--- config.mk ---
export PLATFORM = sky130hd
export DESIGN_NAME = csla_word_sequencer
export DESIGN_NICKNAME = d
export VERILOG_FILES = /design/src/rtl/csla_word_sequencer_pkg.sv /design/src/rtl/csla_word_sequencer_bec_slice.sv /design/src/rtl/csla_word_sequencer.sv
export SDC_FILE = /design/constraint.sdc
export NUM_CORES = 1
export LEC_CHECK = 0
export ABC_AREA = 1
export ABC_CLOCK_PERIOD_IN_PS = 5690
export BUFFER_PORTS_ARGS = -buffer_cell sky130_fd_sc_hd__buf_4
export CORE_MARGIN = 2
export CORE_UTILIZATION = 25
export CTS_CLUSTER_SIZE = 8
export DETAILED_ROUTE_END_ITERATION = 7
export PLACE_DENSITY = 0.46
export SETUP_SLACK_MARGIN = 0.4
export SLEW_MARGIN = 20
export SYNTH_ARGS = -nofsm -noshare
export SYNTH_HDL_FRONTEND = slang
export SYNTH_SLANG_ARGS = --single-unit
--- constraint.sdc ---
create_clock -name clk -period 5.69 [get_ports clk]
set_input_delay 0.8535 -clock clk [delete_from_list [all_inputs] [get_ports clk]]
set_output_delay 0.8535 -clock clk [all_outputs]
set_load 0.01 [all_outputs]
--- src/rtl/csla_word_sequencer_pkg.sv ---
// csla_pkg: shared types and constants for the carry-select word sequencer.
// Provides the FSM state encoding, the default slice width and the
// index-width helper used to size the slice counter.
package csla_pkg;

    typedef enum logic [1:0] {
        IDLE = 2'd0,
        RUN  = 2'd1,
        DONE = 2'd2
    } csla_state_e;

    localparam int CSLA_SLICE_W = 8;

    // Width of a counter that walks num_slices slices; never narrower than 1 bit.
    function automatic int csla_idx_w(input int num_slices);
        int w;
        w = $clog2(num_slices);
        return (w < 1) ? 1 : w;
    endfunction

endpackage

--- src/rtl/csla_word_sequencer_bec_slice.sv ---
// csla_bec_slice: one carry-select slice. A ripple adder with carry-in 0
// produces the raw sum; a binary-to-excess-1 converter produces raw+1; cin
// picks between them. The BEC output top bit is the slice carry-out.
module csla_bec_slice #(
    parameter int SLICE_W = 8
) (
    input  logic [SLICE_W-1:0] a,
    input  logic [SLICE_W-1:0] b,
    input  logic               cin,
    output logic [SLICE_W-1:0] sum,
    output logic               cout
);

    logic [SLICE_W:0] raw_s;
    logic [SLICE_W:0] inc_s;
    logic [SLICE_W:0] sel_s;

    // Ripple-carry add of a and b with carry-in 0, zero-extended by the final carry.
    always_comb begin : ripple_add
        logic c;
        c     = 1'b0;
        raw_s = '0;
        for (int i = 0; i < SLICE_W; i++) begin
            raw_s[i] = a[i] ^ b[i] ^ c;
            c        = (a[i] & b[i]) | (c & (a[i] ^ b[i]));
        end
        raw_s[SLICE_W] = c;
    end

    // Excess-1 conversion: each bit flips when every lower raw bit is one.
    always_comb begin : bec
        logic t;
        t     = 1'b1;
        inc_s = '0;
        for (int i = 0; i <= SLICE_W; i++) begin
            inc_s[i] = raw_s[i] ^ t;
            t        = t & raw_s[i];
        end
    end

    // Carry-select mux between the +0 and +1 results.
    always_comb begin : carry_select
        sel_s = cin ? inc_s : raw_s;
        sum   = sel_s[SLICE_W-1:0];
        cout  = sel_s[SLICE_W];
    end

endmodule

--- src/rtl/csla_word_sequencer.sv ---
// csla_word_sequencer: DATA_W-bit adder built by time-sharing one SLICE_W-bit
// carry-select slice, least significant slice first, with valid/ready on both
// sides. Optional macro CSLA_SEQ_OVF_EN adds the out_ovf signed-overflow output.
module csla_word_sequencer
    import csla_pkg::*;
#(
    parameter int DATA_W  = 32,
    parameter int SLICE_W = CSLA_SLICE_W
) (
    input  logic              clk,
    input  logic              rst_n,
    input  logic              in_valid,
    output logic              in_ready,
    input  logic [DATA_W-1:0] in_a,
    input  logic [DATA_W-1:0] in_b,
    input  logic              in_cin,
    output logic              out_valid,
    input  logic              out_ready,
    output logic [DATA_W-1:0] out_sum,
    output logic              out_cout,
    output logic              busy
`ifdef CSLA_SEQ_OVF_EN
    ,
    output logic              out_ovf
`endif
);

    localparam int NUM_SLICES = DATA_W / SLICE_W;
    localparam int IDX_W      = csla_idx_w(NUM_SLICES);
    localparam logic [IDX_W-1:0] LAST_IDX = IDX_W'(NUM_SLICES - 1);

    if ((DATA_W % SLICE_W) != 0) begin : g_width_check
        $error("csla_word_sequencer: DATA_W must be a multiple of SLICE_W");
    end

    csla_state_e                           state_r;
    logic [IDX_W-1:0]                      idx_r;
    logic                                  carry_r;
    logic [NUM_SLICES-1:0][SLICE_W-1:0]    a_r;
    logic [NUM_SLICES-1:0][SLICE_W-1:0]    b_r;
    logic [NUM_SLICES-1:0][SLICE_W-1:0]    sum_r;
    logic                                  cout_r;
    logic [SLICE_W-1:0]                    slice_sum_s;
    logic                                  slice_cout_s;
`ifdef CSLA_SEQ_OVF_EN
    logic                                  ovf_r;
    logic                                  msb_a_s;
    logic                                  msb_b_s;
`endif

    csla_bec_slice #(
        .SLICE_W (SLICE_W)
    ) u_slice (
        .a    (a_r[idx_r]),
        .b    (b_r[idx_r]),
        .cin  (carry_r),
        .sum  (slice_sum_s),
        .cout (slice_cout_s)
    );

    assign in_ready  = (state_r == IDLE);
    assign out_valid = (state_r == DONE);
    assign busy      = (state_r == RUN) || (state_r == DONE);
    assign out_sum   = sum_r;
    assign out_cout  = cout_r;
`ifdef CSLA_SEQ_OVF_EN
    assign out_ovf   = ovf_r;
    assign msb_a_s   = a_r[NUM_SLICES-1][SLICE_W-1];
    assign msb_b_s   = b_r[NUM_SLICES-1][SLICE_W-1];
`endif

    // Sequencer FSM: latch operands, walk the slices carrying between them, hold the result until taken.
    always_ff @(posedge clk or negedge rst_n) begin
        if (!rst_n) begin
            state_r <= IDLE;
            idx_r   <= '0;
            carry_r <= 1'b0;
            a_r     <= '0;
            b_r     <= '0;
            sum_r   <= '0;
            cout_r  <= 1'b0;
`ifdef CSLA_SEQ_OVF_EN
            ovf_r   <= 1'b0;
`endif
        end else begin
            case (state_r)
                IDLE: begin
                    if (in_valid) begin
                        a_r     <= in_a;
                        b_r     <= in_b;
                        carry_r <= in_cin;
                        idx_r   <= '0;
                        sum_r   <= '0;
                        state_r <= RUN;
                    end else begin
                        state_r <= IDLE;
                    end
                end
                RUN: begin
                    sum_r[idx_r] <= slice_sum_s;
                    carry_r      <= slice_cout_s;
                    if (idx_r == LAST_IDX) begin
                        cout_r  <= slice_cout_s;
`ifdef CSLA_SEQ_OVF_EN
                        ovf_r   <= (msb_a_s == msb_b_s) && (slice_sum_s[SLICE_W-1] != msb_a_s);
`endif
                        state_r <= DONE;
                    end else begin
                        idx_r   <= idx_r + {{(IDX_W-1){1'b0}}, 1'b1};
                    end
                end
                DONE: begin
                    if (out_ready) begin
                        state_r <= IDLE;
                    end else begin
                        state_r <= DONE;
                    end
                end
                default: begin
                    state_r <= IDLE;
                end
            endcase
        end
    end

endmodule

Word-level counts from Yosys, hierarchy flattened
Cells that the tools add are included.

word-level totals
  register bits = 102
  logic and storage cells = 105

cells by class
  $add $sub $neg = 1
  order comparisons = 2
  equality and inequality tests = 6
  mux-type cells = 19
  bitwise operators = 53
  reductions and logical operators = 8

operators with widths
  cell                 number
  $pmux 32 s2          1
  $bmux 8 s2           2
  $bwmux 32            1
  $mux 32              1
  $mux 8               3
  $xor 1x1->1          23
  $and 1x1->1          22
  $demux 8 s2          1
  $mux 9               1
  $mux 2               4
  $or 1x1->1           7
  $pmux 2 s3           1
  $reduce_and 2->1     3
  $eq 2x2->1 const B   2
  $ne 2x2->1 const B   2
  $pmux 2 s2           1
  $lt 2x3->1 const B   1
  $reduce_and 3->1     1
  $add 2x1->2 const B  1
  $eq 2x1->1 const B   1
  $ge 2x1->1 const B   1
  $logic_not 2->1      1
  $mux 1               2
  $ne 2x1->1 const B   1
  other kinds (5)      5

Depth between registers and ports, before layout
Gate-level depths: netlist of run 1.

  word-level depth = 21
  mapped depth = 24
  gate-level depth less buffers = 22

Modules after synthesis
A second synthesis of run 1 with hierarchy kept.

unflattened totals
  cell total of the unflattened synthesis = 681
  area, all modules = 5297.6 sq um

by module, submodules not included
  module               times used  cells each  area an instance (sq um)  sequential area each (sq um)
  csla_word_sequencer  1           621         4838.4                    2552.4
  csla_bec_slice       1           60          459.2                     0.0

Worst setup path after synthesis of run 1
No wires, ideal clock.

  path type = flip-flop to flip-flop
  from = reg idx_r[0]
  to = reg sum_r, in the netlist out_sum[31]
  data arrival time = 4.260 ns
  data required time = 5.573 ns
  setup slack = 1.313 ns
  stages on the path, launching flop included = 23
  buffers on the path = 2
  period minus slack after synthesis = 4.377 ns
  path through = dfrtp_1 > buf_4 > inv_1 > buf_4 > nor2_1 > nor2_1 > o21ai_0 > nand2_1 > ha_1 > inv_1 > fa_1 > fa_1 > fa_1 > fa_1 > fa_1 > inv_1 > fa_1 > fa_1 > ha_1 > nand2_1 > nand2_1 > nand3_1 > nand2_1

on the way
  cells in the longest elaborated chain, start to end = 20
  elaborated cells on any way between the ends = 53

RTL lines
  element                                            line                                                                      source
  start: declaration                                 csla_word_sequencer.sv:37                                                 logic [IDX_W-1:0] idx_r;
  start signal: assignment                           csla_word_sequencer.sv:109                                                idx_r <= idx_r + {{(IDX_W-1){1'b0}}, 1'b1};
  $bmux 8 s2, on equally long branches               csla_word_sequencer.sv:54, csla_word_sequencer.sv:55
  $mux 8, on equally long branches                   csla_word_sequencer.sv:54, csla_word_sequencer.sv:55
  $and 1x1->1 / $xor 1x1->1 (equally long branches)  csla_word_sequencer_bec_slice.sv:25, csla_word_sequencer_bec_slice.sv:24
  $and 1x1->1                                        csla_word_sequencer_bec_slice.sv:25                                       c = (a[i] & b[i]) | (c & (a[i] ^ b[i]));
  $or 1x1->1                                         csla_word_sequencer_bec_slice.sv:25
  $and 1x1->1                                        csla_word_sequencer_bec_slice.sv:25
  $or 1x1->1                                         csla_word_sequencer_bec_slice.sv:25
  $and 1x1->1                                        csla_word_sequencer_bec_slice.sv:25
  [4 not listed]                                     -
  $or 1x1->1                                         csla_word_sequencer_bec_slice.sv:25
  $and 1x1->1                                        csla_word_sequencer_bec_slice.sv:25
  $or 1x1->1                                         csla_word_sequencer_bec_slice.sv:25
  $xor 1x1->1                                        csla_word_sequencer_bec_slice.sv:24                                       raw_s[i] = a[i] ^ b[i] ^ c;
  $xor 1x1->1                                        csla_word_sequencer_bec_slice.sv:36                                       inc_s[i] = raw_s[i] ^ t;
  $mux 9                                             csla_word_sequencer_bec_slice.sv:43                                       sel_s = cin ? inc_s : raw_s;
  $bwmux 32 *                                        csla_word_sequencer.sv:100                                                sum_r[idx_r] <= slice_sum_s;
  $pmux 32 s2 *                                      csla_word_sequencer.sv:86                                                 case (state_r)
  end signal: indexed assignment                     csla_word_sequencer.sv:100
  end: declaration                                   csla_word_sequencer.sv:41                                                 logic [NUM_SLICES-1:0][SLICE_W-1:0] sum_r;

Every way passes the cells marked *; elsewhere a longest branch is shown, timed or not. The select of a mux whose other input is x is not followed.
A chain may end at the register's enable or synchronous reset.

Worst setup path after layout of run 1
  from = reg idx_r[0]
  to = reg sum_r, in the netlist out_sum[7]

The elaborated chain is that of the path after synthesis.

==> metrics.md, run 1 <==
| Metric | Value |
|---|---|
| Mapped Area | 5030 µm² |
| Yosys cell types | 23 |
| Status | finished, final reports clean |
| HP Start | out_sum[25] |
| Largest net degree at the start of global routing | 71 |
| IO buf count | 104 |
| Req. time, crit path | 5930 ps |
| Crit path max-delay family | adder cells |
| Fin area | 6350 µm² |
| Die Ht | 146 µm |
| Final worst slack | 931 ps |
| CORE AREA | 19600 µm² |
| Final period utilization | 0.836 |
| CTS Hold Buffers Added | 0 |
| Ys Warns | 0 |
| CP cell instances | inv_1 -> buf_4 -> nand2_1 -> nand3_1 -> nand2_1 -> fa_1 -> fa_1 -> fa_1 -> fa_1 -> fa_1 -> inv_1 -> fa_1 -> fa_1 -> ha_1 -> nand2_1 -> nand2_1 -> nand3_1 -> nand2_1 |
| Worst setup EP type | flip-flop |
| R2R Setup Slk | 930 ps |
| Post_cts resized | 0 |
| Worst Path Max Fanout | 17 |
| Final min period | 4760 ps |
| CP Buf/Inv Count | 3 |
| Final slew viol count | 0 |
| Slew margin rel. | 0.325 |
| Die W | 146 µm |
| Crit Path Class | flip-flop to flip-flop |
| Final hold viol count | 0 |
| FF-to-FF path depth | 18 |
| Max stage delay cell, worst path | fa_1 |
| CTS buffer count | 9 |
| Worst hold path type | flip-flop to flip-flop |
| Total wire length | 13.6 mm |
| Placed cell area | 6020 µm² |
| Max Clk Rate | 210 MHz |
| Synth top area share | 0.508 |
| Remaining Overflow, GRT | 0 |
| Effective utilization at floorplan | 0.257 |
| Filler cell count in the final layout | 2136 |
| CTS sink cnt | 102 |
| Worst reg2reg startpoint | idx_r[0] |
| Syn_area_per_cell | 7.98 µm² |
| Unrepaired setup endpoints after global routing | false |
| Hpwl dp | 9.93 mm |
| Hold EP | out_sum[25] |
| Clk slew on worst S/H paths | 70 ps |
| Clk_lat worst skew | 360 ps |
| Drt wl/cell | 13.7 µm |
| Seq cells post-synth | 102 |
| CP Launch Type | flip-flop |
| Worst slack, placed | 798 ps |
| Least-Margin Pin Slew | 1010 ps |
| Setup TNS | 0 ps |
| Pwr/cell area | 592 nW/µm² |
| Overall power | 3.76 mW |
| Layout area overhead | 26.3% |
| Post-synth net total | 721 |
| Top cells by area, synth | dfrtp_1 (51%), nand2_1 (25%), nand3_1 (5.5%) |
| Nets | 814 |
| Skew final | 10.0 ps |
| I/O Pins | 105 |
| Drc violations | 0 |
| Initial antenna violation count | 0 |
| Vias | 4137 |
| Seq/Total Area, Yosys | 0.508 |
| 1st-iter DRT viols | 285 |
| Largest area contributor in the netlist | dfrtp_1 |
| Antenna viol nets, final | 0 |
| Post-Synthesis Cells | 630 |
| Setup violators final | 0 |
| Clk buf depth | 2 |
| GRT Overall Usage | 0.133 |
| MaxCap Viol Count | 0 |
| Hold path depth | 2 |
| Vias per cell | 4.17 |
| Crit-path max cell delay | 450 ps |
| Core Rows | 51 |
| Worst VDD drop | 257 µV |
| Post-CTS Setup Inserts | 0 |
| Die area | 21300 µm² |
| Clock root cell | clkbuf_16 |
| CTS tree | built |
| Final Util | 0.324 |
| Worst Path Arrival | 5000 ps |
| Layout cells sized above 1 | 0.190 |
| Reg2reg end | out_sum[7] |
| Drt pass-1 iters | 4 |
| Global-route wire length before repair | 22.2 mm |
| # H-tree levels | 3 |
| Leak pwr | 3.46 nW |
| Vias in the first global route | 4091 |
| GPL Wtd Cong | 0.768 |
| Antenna Cells | 0 |
| Most frequent CP cell | fa_1 |
## cells by family (layout without fill, tap and decap cells)
kind of cell	count (synthesis)	in the layout	synth area share
AND/OR/NAND/NOR	415	415	0.337
flip-flops	102	102	0.508
buffers and inverters	58	156	0.0570
AO/OA/AOI/OAI	33	33	0.0328
adder cells (fa/ha/maj)	22	22	0.0652
## where the power goes
group | switching (mW) | internal (mW) | total, mW
combinational | 1.27 | 0.647 | 1.91
clock | 0.276 | 0.411 | 0.688
sequential | 0.178 | 0.984 | 1.16
## final cells by class
class | count | area, µm² | share of cell area
Sequential cell | 102 | 2550 | 0.402
Multi-Input combinational cell | 470 | 2190 | 0.345
Tap cell | 265 | 332 | 0.0522
Inverter | 29 | 109 | 0.0171
Clock inverter | 4 | 76.3 | 0.0120
Clock buffer | 12 | 256 | 0.0404
Timing Repair Buffer | 111 | 833 | 0.131
## state kept, by name (all words and copies together) (netlist names)
| name | cells |
|---|---|
| a_r | 32 |
| carry_r | 1 |
| idx_r | 2 |
| out_sum | 32 |
| out_cout | 1 |
| b_r | 32 |
| state_r | 2 |
## routing by layer
metal	wire length (µm)	track usage	vias to the layer above
met3	568	0.0357	9
met4	123	0.0294	0
met2	6040	0.199	91
li1	-	-	2144
met5	0	0	-
met1	6880	0.191	1893
## Yosys cell counts, drive strengths merged
master  instances
a21oi           7
buf            22
clkbuf          7
clkinv          1
dfrtp         102
fa              7
ha             15
inv            28
nand2         341
nand3          57
nor2           14
o21ai          26
or2             3
## worst max path at each step
stage                             end      from  cells after the start
after global placement    out_sum[15]  idx_r[1]                     19
after global routing      out_sum[31]  idx_r[0]                     18
final                      out_sum[7]  idx_r[0]                     18
after detailed placement   out_sum[7]  idx_r[1]                     19
after CTS                  out_sum[7]  idx_r[1]                     19
after floorplan           out_sum[31]  idx_r[0]                     22
## metrics by stage
step,hold WS (ps),std cells
2_1_floorplan,444,630
4_1_cts,479,993
3_5_place_dp,462,977
5_1_grt,497,993
6_report,477,993
3_3_place_gp,457,977
## worst register-to-register path, stage by stage, from the launching register on
cell     delay (ps)
dfrtp_1         380
inv_1           370
buf_4           300
nand2_1          80
nand3_1          80
nand2_1          90
fa_1            450
fa_1            400
fa_1            390
fa_1            390
fa_1            370
inv_1            80
fa_1            180
fa_1            430
ha_1            310
nand2_1          60
nand2_1         130
nand3_1         110
nand2_1          60
## cells in the final DEF (no fill, tap or decap), drive strengths merged
cell / Yosys / routed
or2: 3 / 3
clkinvlp: 0 / 1
dfrtp: 102 / 102
fa: 7 / 7
nand2: 341 / 341
ha: 15 / 15
clkbuf: 7 / 12
nor2: 14 / 14
a21oi: 7 / 7
bufinv: 0 / 2
clkinv: 1 / 1
o21ai: 26 / 26
buf: 22 / 111
nand3: 57 / 57
inv: 28 / 29
(Power assumes the default switching activity.)
==> run 2: changes to the inputs <==
--- a/config.mk
+++ b/config.mk
@@ -5,8 +5,8 @@
 export SDC_FILE = /design/constraint.sdc
 export NUM_CORES = 1
 export LEC_CHECK = 0
-export ABC_AREA = 1
-export ABC_CLOCK_PERIOD_IN_PS = 5690
+export ABC_AREA = 0
+export ABC_CLOCK_PERIOD_IN_PS = 4900
 export BUFFER_PORTS_ARGS = -buffer_cell sky130_fd_sc_hd__buf_4
 export CORE_MARGIN = 2
 export CORE_UTILIZATION = 25
==> constraint.sdc (replaced) <==
create_clock -name clk -period 4.9 [get_ports clk]
set_input_delay 0.735 -clock clk [delete_from_list [all_inputs] [get_ports clk]]
set_output_delay 0.735 -clock clk [all_outputs]
set_load 0.01 [all_outputs]
==> metrics.md, run 2 <==
| Metric | Value |
|---|---|
| Total wire length | 13.2 mm |
| Largest net degree at the start of global routing | 71 |
| Remaining Overflow, GRT | 0 |
| Vias | 3499 |
| Nets | 593 |
| Clk slew on worst S/H paths | 70 ps |
| Most frequent CP cell | fa_2 |
| Vias per cell | 4.48 |
| Post-synth net total | 488 |
| Antenna Cells | 0 |
| Clock root cell | clkbuf_16 |
| Most frequent cells in the layout | buf_4 (113), dfrtp_1 (100), o21ai_0 (57), mux2_4 (49), nor2_1 (20) |
| Mapped Area | 5260 µm² |
| Share of total power in combinational logic | 0.588 |
| Effective utilization at floorplan | 0.253 |
| Post-Synthesis Cells | 397 |
| Multi-input gate area | 2550 µm² |
| Drt wl/cell | 16.9 µm |
| Ys Warns | 0 |
| FF-to-FF path depth | 15 |
| Status | finished, final reports clean |
| GRT Overall Usage | 0.124 |
| Worst slack, placed | 225 ps |
| Pwr/cell area | 810 nW/µm² |
| Least-Margin Pin Slew | 944 ps |
| Asr flop ratio synth | 1.00 |
| I/O Pins | 105 |
| Initial antenna violation count | 0 |
| Part of the power in registers | 0.267 |
| Die area | 22200 µm² |
| Drt pass-1 iters | 4 |
| Crit path max-delay family | adder cells |
| Seq cells post-synth | 102 |
| Setup violators final | 0 |
| Clk pwr share | 0.145 |
| Top cells by count, synth | dfrtp_1 (102), o21ai_0 (60), mux2_4 (49) |
| Placed cells | 763 |
| IO buf count | 104 |
| Seq/Total Area, Yosys | 0.485 |
| Die W | 149 µm |
| Final slew viol count | 0 |
| Synth top area share | 0.485 |
| Top cells by area, synth | dfrtp_1 (48%), mux2_4 (14%), mux4_2 (6.8%) |
| Setup TNS | 0 ps |
| Worst hold path type | input port to asynchronous set/reset pin |
| GPL Wtd Cong | 0.725 |
| Final period utilization | 0.899 |
| Net Sw Power | 2.23 mW |
| R2R Setup Slk | 490 ps |
| Final Non-Filler Cells | 781 |
| Register area | 2550 µm² |
| Worst reg2reg startpoint | idx_r[0] |
| Unrepaired setup endpoints after global routing | true |
| Crit-path max cell delay | 470 ps |
| Pint | 3.20 mW |
| Switching Share | 0.411 |
| Hpwl dp | 9.57 mm |
| CTS buffer count | 9 |
| Final hold viol count | 0 |
| Clk buf depth | 2 |
| Overall power | 5.43 mW |
| CORE AREA | 20800 µm² |
| Die Ht | 149 µm |
| Leak pwr | 3.24 nW |
| CP cell instances | mux4_2 -> ha_4 -> inv_2 -> fa_2 -> fa_2 -> fa_2 -> fa_2 -> fa_2 -> inv_2 -> fa_2 -> fa_2 -> ha_4 -> mux2i_4 -> nor2_1 -> a211o_1 |
| Max stage delay cell, worst path | dfrtp_2 |
| Vias in the first global route | 3836 |
| MaxCap Viol Count | 0 |
| Antenna viol nets, final | 0 |
| CTS sink cnt | 102 |
| Final min period | 4410 ps |
| Largest area contributor in the netlist | dfrtp_1 |
| # H-tree levels | 3 |
| Req. time, crit path | 5140 ps |
| CP Buf/Inv Count | 2 |
| Worst Path Max Fanout | 6 |
| Post-synth EDFFs | 0 |
| Filler cell count in the final layout | 2137 |
| 1st-iter DRT viols | 124 |
| Prevailing post-synth register cell | dfrtp_1 |
| Global-route wire length before repair | 21.1 mm |
| Reg2reg end | out_sum[23] |
| Final worst slack | 493 ps |
| Worst VDD drop | 363 µV |
| CP Launch Type | flip-flop |
| CTS tree | built |
| Syn_area_per_cell | 13.3 µm² |
| Crit Path Class | flip-flop to flip-flop |
| Yosys cell types | 38 |
| Worst setup EP type | flip-flop |
| Drc violations | 0 |
| Clk_lat worst skew | 350 ps |
| Layout area overhead | 27.4% |
| Count leader, synth | dfrtp_1 |
| Core Rows | 53 |
| Worst Path Arrival | 4640 ps |
| Layout cells sized above 1 | 0.460 |
| Skew final | 6.78 ps |
| Most common cell after layout, fill and taps aside | buf_4 |
| Max Clk Rate | 227 MHz |
| Slew margin rel. | 0.371 |
==> run 2: cell types whose count changed in the layout (fill, tap and decap cells not counted), moves of 15 or more <==
cell     before  now
a211o_1       0   16
mux2_2        0   15
mux2_4        0   49
o21ai_0      21   57
mux4_2        0   16
nand2_1     334   12
nand3_1      55    3
==> run 2: cell families (layout without fill, tap and decap cells) <==
kind of cell / count (synthesis) / count (layout) / synth area share
AND/OR/NAND/NOR: 55 / 55 / 0.0502
flip-flops: 102 / 102 / 0.485
buffers and inverters: 41 / 150 / 0.0466
adder cells (fa/ha/maj): 22 / 22 / 0.0623
multiplexers: 84 / 84 / 0.249
AO/OA/AOI/OAI: 91 / 91 / 0.103
XOR/XNOR: 2 / 2 / 0.00476
==> run 2: layer usage <==
| metal | global-route usage | share of wire | vias up |
|---|---|---|---|
| met4 | 0.0324 | 0.012 | 0 |
| met3 | 0.0352 | 0.056 | 13 |
| li1 | - | - | 1631 |
| met5 | 0 | 0 | - |
| met2 | 0.196 | 0.46 | 92 |
| met1 | 0.168 | 0.47 | 1763 |
==> run 2: worst max path at each step <==
| stage | depth (start not counted) | to | startpoint |
|---|---|---|---|
| floorplan | 17 | out_sum[15] | idx_r[0] |
| global placement | 15 | out_sum[15] | idx_r[0] |
| detailed placement | 15 | out_sum[23] | idx_r[0] |
| CTS | 15 | out_sum[31] | idx_r[0] |
| global route | 15 | out_sum[23] | idx_r[0] |
| finish | 15 | out_sum[23] | idx_r[0] |
==> run 2: what timing repair did <==
action                                 4_1_cts  5_1_grt
setup buffers                                1        2
endpoints found under the hold margin        0        0
hold buffers                                 0        0
gates resized for setup                      5        7
setup endpoints to repair                    4        6
pin swaps                                    1        4
==> run 2: cell type report <==
type,count,area share
clock buffers,10,0.0356
flip-flops and latches,102,0.381
multi-input cells,254,0.380
inverters,21,0.0118
clock inverters,5,0.0123
repair buffers,114,0.128
well taps,275,0.0513
==> run 2: worst register-to-register path, delay by kind of cell, from the launching register on <==
| kind | cells | cell delay [ps] |
|---|---|---|
| DFF | 1 | 470 |
| buffers and inverters | 2 | 90 |
| muxes | 2 | 630 |
| AOI/OAI and AO/OA | 1 | 270 |
| adders and majority gates | 9 | 2800 |
| and+or+nand+nor | 1 | 70 |
==> run 2: power groups by stage <==
stage | registers [mW] | clock network [mW] | logic, mW
finish | 1.45 | 0.786 | 3.20
global route | 1.50 | 0.847 | 3.52
CTS | 1.46 | 0.817 | 3.16
detailed placement | 1.46 | 0 | 3.04
global placement | 1.47 | 0 | 2.95
floorplan | 1.38 | 0 | 2.20
==> run 2: per-stage QoR <==
stage / util / hold WS [ps] / area [µm²]
after global placement: 0.303 / 481 / 6300
after CTS: 0.320 / 498 / 6660
final: 0.322 / 495 / 6710
after detailed placement: 0.303 / 482 / 6300
after global routing: 0.322 / 522 / 6710
after floorplan: - / 439 / 5290
